`config.mk`:
```
export PLATFORM = sky130hd
export DESIGN_NAME = ir_cmd_scheduler
export DESIGN_NICKNAME = d
export VERILOG_FILES = /design/src/rtl/ir_cmd_scheduler.sv
export SDC_FILE = /design/constraint.sdc
export NUM_CORES = 1
export LEC_CHECK = 0
export ABC_AREA = 0
export BUFFER_PORTS_ARGS = -buffer_cell sky130_fd_sc_hd__buf_4
export CORE_MARGIN = 3
export CORE_UTILIZATION = 50
export DETAILED_ROUTE_END_ITERATION = 10
export HOLD_SLACK_MARGIN = 0.12
export PLACE_DENSITY = 0.68
export SYNTH_ARGS = -nofsm -noshare
export SYNTH_HDL_FRONTEND = slang
export SYNTH_SLANG_ARGS = --single-unit
```
`constraint.sdc`:
```
create_clock -name clk -period 2.5 [get_ports clk]
set_input_delay 0.125 -clock clk [delete_from_list [all_inputs] [get_ports clk]]
set_output_delay 0.125 -clock clk [all_outputs]
set_load 0.05 [all_outputs]
```
`src/rtl/ir_cmd_scheduler.sv`:
```
// IR command scheduler: decodes UART bytes into IR command codes, buffers them
// in a small FIFO and plays each one as a fixed enable burst followed by a gap.
module ir_cmd_scheduler #(
  parameter int DEPTH       = 4,
  parameter int HOLD_CYCLES = 2000,
  parameter int GAP_CYCLES  = 500,
  parameter int CNT_W       = 12
) (
  input  logic                     clk,
  input  logic                     rst,
  input  logic                     rx_done,
  input  logic [7:0]               rx_data,
  output logic                     enable,
  output logic [2:0]               conduct,
  output logic                     busy,
  output logic [$clog2(DEPTH):0]   fifo_count,
  output logic                     drop
);

  localparam int AW = $clog2(DEPTH);
  localparam int CW = AW + 1;

  typedef enum logic [1:0] {IDLE, HOLD, GAP} state_t;

  state_t           state, stateNext;
  logic [CNT_W-1:0] cnt, cntNext;
  logic             enableNext;
  logic [2:0]       conductNext;

  logic [2:0]       mem [DEPTH];
  logic [AW-1:0]    rdPtr, wrPtr;
  logic [2:0]       rxCode;
  logic             abortCmd;
  logic             fifoEmpty, fifoFull;
  logic             push, pop;

  // Byte decode; ABORT is a separate strobe and never becomes a queued code.
  always_comb begin
    rxCode   = 3'd0;
    abortCmd = 1'b0;
    if (rx_done) begin
      case (rx_data)
        8'd55:   rxCode = 3'd1;
        8'd56:   rxCode = 3'd2;
        8'd99:   rxCode = 3'd3;
        8'd100:  rxCode = 3'd4;
        8'd27:   abortCmd = 1'b1;
        default: rxCode = 3'd0;
      endcase
    end
  end

  assign fifoEmpty = (fifo_count == '0);
  assign fifoFull  = (fifo_count == CW'(DEPTH));
  assign push      = (rxCode != 3'd0) && (!fifoFull || pop);
  assign busy      = (state != IDLE) || !fifoEmpty;

  // Next-state logic; the end of a gap pops directly into HOLD so that
  // consecutive commands are separated by exactly GAP_CYCLES low cycles.
  always_comb begin
    stateNext   = state;
    cntNext     = cnt;
    enableNext  = enable;
    conductNext = conduct;
    pop         = 1'b0;
    case (state)
      IDLE: begin
        if (!fifoEmpty && !abortCmd) begin
          pop         = 1'b1;
          stateNext   = HOLD;
          enableNext  = 1'b1;
          conductNext = mem[rdPtr];
          cntNext     = '0;
        end
      end
      HOLD: begin
        if (abortCmd || cnt == CNT_W'(HOLD_CYCLES - 1)) begin
          stateNext   = GAP;
          enableNext  = 1'b0;
          conductNext = 3'd0;
          cntNext     = '0;
        end else begin
          cntNext = cnt + CNT_W'(1);
        end
      end
      GAP: begin
        if (cnt == CNT_W'(GAP_CYCLES - 1)) begin
          cntNext = '0;
          if (!fifoEmpty && !abortCmd) begin
            pop         = 1'b1;
            stateNext   = HOLD;
            enableNext  = 1'b1;
            conductNext = mem[rdPtr];
          end else begin
            stateNext = IDLE;
          end
        end else begin
          cntNext = cnt + CNT_W'(1);
        end
      end
      default: begin
        stateNext   = IDLE;
        enableNext  = 1'b0;
        conductNext = 3'd0;
        cntNext     = '0;
      end
    endcase
  end

  always_ff @(posedge clk or posedge rst) begin
    if (rst) begin
      state   <= IDLE;
      cnt     <= '0;
      enable  <= 1'b0;
      conduct <= 3'd0;
      drop    <= 1'b0;
    end else begin
      state   <= stateNext;
      cnt     <= cntNext;
      enable  <= enableNext;
      conduct <= conductNext;
      drop    <= (rxCode != 3'd0) && fifoFull && !pop;
    end
  end

  // ABORT flushes the queue; otherwise push and pop update pointers and count.
  always_ff @(posedge clk or posedge rst) begin
    if (rst) begin
      rdPtr      <= '0;
      wrPtr      <= '0;
      fifo_count <= '0;
    end else if (abortCmd) begin
      rdPtr      <= '0;
      wrPtr      <= '0;
      fifo_count <= '0;
    end else begin
      if (push)
        wrPtr <= (wrPtr == AW'(DEPTH - 1)) ? '0 : wrPtr + AW'(1);
      if (pop)
        rdPtr <= (rdPtr == AW'(DEPTH - 1)) ? '0 : rdPtr + AW'(1);
      case ({push, pop})
        2'b10:   fifo_count <= fifo_count + CW'(1);
        2'b01:   fifo_count <= fifo_count - CW'(1);
        default: fifo_count <= fifo_count;
      endcase
    end
  end

  always_ff @(posedge clk) begin
    if (push && !abortCmd)
      mem[wrPtr] <= rxCode;
  end

endmodule
```
==> out/qor.yml, run 1 <==
timing:
  worst_slew_pin_slew_ns: 0.9956
  max_clock_freq_ghz: 0.4259
  finalSetupViolCount: 0
  grt_setup_unrepaired: "no"
  slew_headroom_pct: 33.56
  report.final.slew_viol_count: 0
  period_minus_slack_ns: 2.348
  finalCritPeriodShare_pct: 93.93
  fin_worst_skew_ns: 0.004459
  setup_tns_ns: 0
  number_of_hold_slack_violations_in_the_final_timing_report: 0
power:
  pwr_density_cell_nw_per_um2: 1019
  totalPowerFinal_mw: 2.470
  vdd_drop_max_v: 0.0005570
  power.leakage_nw: 1.132
cts:
  clkLatencyLatePin_ns: 0.29
  tritoncts: "done"
  cts_htree_levels: 2
  ctsLongestPathBuffers: 2
  clock-root-buffer: "clkbuf_8"
  clock_sink_count: 38
  cts.reportedPaths.clkPinSlew_ns: 0.07
  numCtsBuffers: 5
  cts_hold_repair.buffers: 0
floorplanning:
  design.die.area_um2: 5097
  std_cell_rows: 23
  die_x_um: 71.40
  initial_utilization_pct: 52.70
  core_area_um2: 4058
  die_h_um: 71.40
  floorplan.io_pins: 20
final_layout:
  syn_to_final_growth_pct: 13.34
  finalNetCount: 243
  fraction_of_layout_cells_with_a_size_suffix_above_1_pct: 20.27
  insertedDiodeCount: 0
synthesis:
  yosys.area.top_type: "dfrtp_1"
  synth.top_cells.by_count: "dfrtp_1, nand2_1, inv_1, nor2_1, edfxtp_1"
  synth.yosys.seq_area_share_pct: 47.28
  post_synth_edffs: 12
  syn-instance-count: 195
  synth_area_um2: 2138
  post_synthesis_cell_type_count: 51
  yosys.area.top_type_share_pct: 30.43
  synth.ff_latch_count: 38
  postSynthNetCount: 217
  netlist_top_cells_area: "dfrtp_1, edfxtp_1, ha_1"
  synth.most_common_cell: "dfrtp_1"
  synth.avg_cell_area_um2: 10.97
  synthArstFlopShare_pct: 68.42
  synth_top_flop_cell: "dfrtp_1"
  yosys_warnings: 0
placement:
  weighted_congestion_reported_at_the_end_of_routability_driven_placement: 0.7597
  detailedPlacementHpwl_um: 3308
  port_buffers: 19
routing:
  finalWirelength_um: 4306
  routed_via_density: 5.754
  via_count: 1565
  detailedRoute.firstIterationViolations: 142
  detail_route.first_pass.iterations: 4
  drc: 0
  routedWlPerCell_um: 15.83
  final_antenna_net_count: 0
status:
  outcome: "finished, final reports clean"
min_path:
  holdCritPathClass: "primary input to async pin"
critical_path:
  timing.critical_path.to_type: "register"
  r2r_setup_slack_ns: 0.15
  data_arrival_time_of_the_worst_path_ns: 2.56
  worst-r2r-cell-count: 9
  path_class: "register to register"
  r2r_end: "fifo_count[2]"
  crit_required_ns: 2.71
  source_of_the_worst_register_to_register_timing_path: "state[0]"
  critPathLaunchType: "register"
  max_fo_critical_path: 5
grt:
  grt_usage_pct: 19.28
  first_global_vias: 1581
  grt_overflow: 0
  grt_start_max_net_pins: 27
  grt_first_pass_wirelength_um: 7672
  grt_antenna_before_repair: 0
run:
  cap_viol_max_count: 0
timing repair:
item	4_1_cts	5_1_grt
resized for setup	0	1
endpoints found under the setup margin	0	1
setup buffers	0	1
layer usage:
layer | part of all wire [%] | vias to the layer above | global-route usage (%)
met5 | 0 | - | 0
met2 | 44 | 43 | 28.16
met1 | 49 | 758 | 27.85
li1 | - | 756 | -
met4 | 1.6 | 0 | 6.681
met3 | 5.2 | 8 | 5.049
placed cells by master, fill, tap and decap left out, types with 2 or more instances in the layout:
cell       n
and3_1     2
mux4_2     3
and4b_1    2
o22ai_1    4
buf_4     23
nand4_1    3
or3_1      2
nand2_1   20
dfrtp_1   26
and2_1     2
a21o_1     4
inv_1     16
clkinv_1   3
nor2_1    16
edfxtp_1  12
nand3_1    7
nor3_1     4
mux2i_1    5
o31ai_1    4
a22o_1     8
o21ai_0    8
and2_2     3
nand2b_1   2
clkbuf_8   5
nor2b_1    2
ha_1       9
state kept, by name, indices dropped and copies added, names as in the netlist:
register,count
wrPtr,2
conduct,3
rdPtr,2
fifo_count,3
drop,1
state,2
cnt,12
mem,12
enable,1
logic make-up (layout without fill, tap and decap cells):
logic type | Yosys count | count (layout) | synth area share (%)
mux | 8 | 8 | 5.500
xor+xnor | 1 | 1 | 0.4097
fa+ha+maj | 11 | 11 | 6.788
buf+inv | 20 | 47 | 4.330
flops | 38 | 38 | 47.28
simple gates | 78 | 78 | 21.83
compound gates | 39 | 39 | 13.87
worst max path at each step:
stage	end	slack, ns	depth (start not counted)	from
global route	fifo_count[2]	0.02	9	state[1]
CTS	fifo_count[2]	0.14	9	cnt[0]
floorplan	fifo_count[2]	0.24	8	fifo_count[2]
finish	fifo_count[2]	0.15	9	state[0]
detailed placement	fifo_count[2]	0.07	9	rx_data[6]
global placement	fifo_count[2]	0.27	9	rx_data[6]
report_power, final:
group	internal, mW	total (mW)	switching, mW
clock	0.186	0.392	0.206
sequential	0.749	0.879	0.130
combinational	0.481	1.20	0.718
total	1.42	2.47	1.05
area by class of cell:
class	instances	area [µm²]
multi-input combinational	137	1037
tap	50	62.56
timing repair buffer	23	172.7
sequential	38	1011
inverter	16	60.06
fill	331	1634
clock buffer	5	68.82
clock inverter	3	11.26
worst max-delay path, cell delays in order, from the launching register on:
cell      delay (ns)
dfrtp_1         0.39
inv_1           0.09
ha_1            0.27
or2_2           0.33
o2111a_1        0.17
nand4_1         0.13
inv_1           0.07
fa_1            0.39
mux2i_1         0.23
mux2i_1         0.22
per-stage QoR:
step | instance area, µm² | cells | hold WS, ns | util, % | setup WS, ns
6_report | 2424 | 272 | 0.07017 | 59.73 | 0.1518
3_3_place_gp | 2333 | 263 | 0.4311 | 57.51 | 0.2673
5_1_grt | 2424 | 272 | 0.1678 | 59.73 | 0.01594
3_5_place_dp | 2333 | 263 | 0.4452 | 57.51 | 0.07458
4_1_cts | 2414 | 271 | 0.1317 | 59.48 | 0.1424
2_1_floorplan | 2138 | 195 | 0.1650 | - | 0.2391
(Power assumes the default switching activity.)
==> inputs of run 2 (changes only) <==
Settings changed: ABC_AREA 0 to 1, CTS_CLUSTER_DIAMETER set to 30.
==> run 2 against run 1 <==
Effect of this change:
- worst setup slack gained 0.099 ns
- utilization is essentially flat
- die area grew 7.5%
- cell area grew 8.8%
- clock-buffer cell count is the same
- flip-flop and latch count is the same
- first-iteration DRC count shrank 11%
- sequential power shrank 22%
- total power shrank 43%
- sequential share of layout area shrank 3.4 points
- area after synthesis grew 8.3%
==> out/qor.yml, run 2 <==
placement:
  place_inst: 354  # +35%
  placedInstanceArea_um2: 2519  # +7.9%
  port_buffers: 19  # unchanged
  preCtsSetupSlack_ns: 0.2677  # +0.1931 ns
  weighted_congestion_reported_at_the_end_of_routability_driven_placement: 0.7605  # +0.11%
  detailedPlacementHpwl_um: 3349  # +1.2%
grt:
  grt_start_max_net_pins: 27  # unchanged
  grt_overflow: 0  # unchanged
  grt_antenna_before_repair: 0  # unchanged
  grt_first_pass_wirelength_um: 7776  # +1.4%
  grt_usage_pct: 18.31  # -0.97 points
  first_global_vias: 1744  # +10%
power:
  power.leakage_nw: 1.384  # +22%
  pwr_density_cell_nw_per_um2: 536.3  # -47%
  totalPowerFinal_mw: 1.414  # -43%
  vdd_drop_max_v: 0.0003738  # -33%
cts:
  cts_htree_levels: 2  # unchanged
  clock_sink_count: 38  # unchanged
  clkLatencyLatePin_ns: 0.30  # about the same
  cts.repair_timing.setup_buffer_count: 0  # unchanged
  tritoncts: "done"
  cts.reportedPaths.clkPinSlew_ns: 0.08  # about the same
  ctsLongestPathBuffers: 2  # unchanged
  clock-root-buffer: "clkbuf_8"
  numCtsBuffers: 5  # unchanged
synthesis:
  postSynthNetCount: 305  # +41%
  netlist_top_cells_area: "dfrtp_1, edfxtp_1, nand2_1"
  synth_top_flop_cell: "dfrtp_1"
  synth_area_um2: 2315  # +8.3%
  synth.ff_latch_count: 38  # unchanged
  synth.yosys.seq_area_share_pct: 43.68  # -3.6 points
  synthArstFlopShare_pct: 68.42  # unchanged
  synth.avg_cell_area_um2: 8.179  # -25%
  post_synth_edffs: 12  # unchanged
  yosys.area.top_type: "dfrtp_1"
  synth.top_cells.by_count: "nand2_1, inv_1, dfrtp_1, nor2_1, nand3_1"
  yosys_warnings: 0  # unchanged
  syn-instance-count: 283  # +45%
  synth.most_common_cell: "nand2_1"
  yosys.area.top_type_share_pct: 28.11  # -2.3 points
  post_synthesis_cell_type_count: 31  # -39%
critical_path:
  path_class: "register to register"
  r2r_setup_slack_ns: 0.25  # +0.10 ns
  critPathLaunchType: "register"
  source_of_the_worst_register_to_register_timing_path: "state[0]"
  worst-r2r-cell-count: 15  # +6
  max_fo_critical_path: 4  # -1
  crit_required_ns: 2.69  # -0.02 ns
  r2r_end: "fifo_count[2]"
  data_arrival_time_of_the_worst_path_ns: 2.44  # -0.12 ns
  timing.critical_path.to_type: "register"
routing:
  finalWirelength_um: 4412  # +2.5%
  detailedRoute.firstIterationViolations: 126  # -11%
  routedWlPerCell_um: 12.15  # -23%
  detail_route.first_pass.iterations: 4  # unchanged
  drc: 0  # unchanged
  final_antenna_net_count: 0  # unchanged
  routed_via_density: 5.030  # -13%
  via_count: 1826  # +17%
floorplanning:
  initial_utilization_pct: 52.44  # -0.26 points
  std_cell_rows: 24  # +4.3%
  design.die.area_um2: 5482  # +7.5%
  core_area_um2: 4414  # +8.8%
  die_x_um: 74.04  # +3.7%
  die_h_um: 74.04  # +3.7%
  floorplan.io_pins: 20  # unchanged
final_layout:
  multiInputGateArea_um2: 1100  # +6.0%
  finalNonFillerCells: 363  # +33%
  finalNetCount: 332  # +37%
  largestRegisters: "cnt (12), mem (12)"
  insertedDiodeCount: 0  # unchanged
  layout_common_cells: "nand2_1, inv_1, nor2_1, dfrtp_1, nand3_1"
  fraction_of_layout_cells_with_a_size_suffix_above_1_pct: 19.29  # -0.98 points
  most_common_cell_after_layout_fill_and_taps_aside: "nand2_1"
  fill_cells: 394  # +19%
  area.sequential_um2: 1011  # unchanged
  stdcell_area_um2: 2638  # +8.8%
  final_core_utilization_pct: 59.75  # about the same
  syn_to_final_growth_pct: 13.95
status:
  outcome: "finished, final reports clean"
timing:
  setup_ws_ns: 0.2510  # +0.09923 ns
  slew_headroom_pct: 77.10  # +44 points
  finalCritPeriodShare_pct: 89.96  # -4.0 points
  setup_tns_ns: 0  # unchanged
  number_of_hold_slack_violations_in_the_final_timing_report: 0  # unchanged
  period_minus_slack_ns: 2.249  # -0.09923 ns
  grt_setup_unrepaired: "no"
  max_clock_freq_ghz: 0.4446  # +4.4%
  worst_slew_pin_slew_ns: 0.3435  # -0.6521 ns
  hold-worst-slack_ns: 0.2819  # +0.2117 ns
  finalSetupViolCount: 0  # unchanged
  report.final.slew_viol_count: 0  # unchanged
  fin_worst_skew_ns: 0.006553  # +0.002094 ns
min_path:
  whs_path_depth: 4
  holdCritPathClass: "primary input to register"
  end_point_of_the_most_critical_hold_path: "wrPtr[0]"
  hold_start: "rx_done"
run:
  cap_viol_max_count: 0  # unchanged
-- run 2: cell count changes in the layout (fill, tap and decap cells not counted), moves of 5 or more --
cell	before	now
nand2_1	20	66
inv_1	16	45
nand3_1	7	24
nor2_1	16	26
a22o_1	8	0
nand2_2	0	8
a21oi_1	1	8
o21ai_0	8	2
inv_2	0	5
mux2i_1	5	0
o21ai_1	0	5
xor2_1	0	5
-- run 2: worst max-delay path by stage --
stage / start / depth (start not counted) / end / slack [ns]
detailed placement: state[0] / 15 / fifo_count[2] / 0.27
floorplan: fifo_count[0] / 13 / fifo_count[2] / 0.38
finish: state[0] / 15 / fifo_count[2] / 0.25
CTS: state[0] / 15 / fifo_count[2] / 0.25
global placement: state[0] / 15 / fifo_count[2] / 0.37
global route: state[0] / 15 / fifo_count[2] / 0.10
-- run 2: cells by family after synthesis --
group / after synthesis / share of synthesized area (%)
buffers and inverters: 52 / 8.811
AOI/OAI and AO/OA: 23 / 6.000
DFF: 38 / 43.68
adders and majority gates: 11 / 6.270
xor gates and xnor gates: 5 / 1.892
and+or+nand+nor: 154 / 33.35
-- run 2: final cells by class --
class                           count  share of cell area [%]
Timing Repair Buffer               21                   6.072
Sequential cell                    38                   38.33
Tap cell                           52                   2.467
Multi-Input combinational cell    193                   41.70
Inverter                           51                   7.306
Clock buffer                        5                   2.609
Clock inverter                      3                   1.518
-- run 2: what timing repair did --
action                                  4_1_cts  5_1_grt
endpoints found under the hold margin        26        0
endpoints found under the setup margin        0        0
hold buffers                                  1        0
gates resized for setup                       0        0
-- run 2: report_power, final --
part           switching [mW]  internal, mW  total (mW)
sequential             0.0254         0.657       0.682
clock                   0.229         0.294       0.523
combinational           0.135        0.0742       0.210
total                   0.390          1.02        1.41
-- run 2: per-layer routing --
layer | global-route usage [%] | wire length (µm)
met5 | 0 | 0
met4 | 6.036 | 69
met3 | 4.189 | 144
met2 | 30.22 | 1962
met1 | 23.82 | 2235
-- run 2: worst max-delay path, cell delays in order (launching register included) --
cell     delay [ns]
dfrtp_1        0.40
inv_1          0.09
ha_1           0.27
nor2_1         0.16
inv_1          0.07
nand3_2        0.08
inv_1          0.07
nand2_2        0.11
nor2_4         0.06
fa_1           0.37
xor2_1         0.18
nand3_1        0.09
nand2_1        0.07
nor2_1         0.04
nand2_1        0.05
nand2_1        0.04
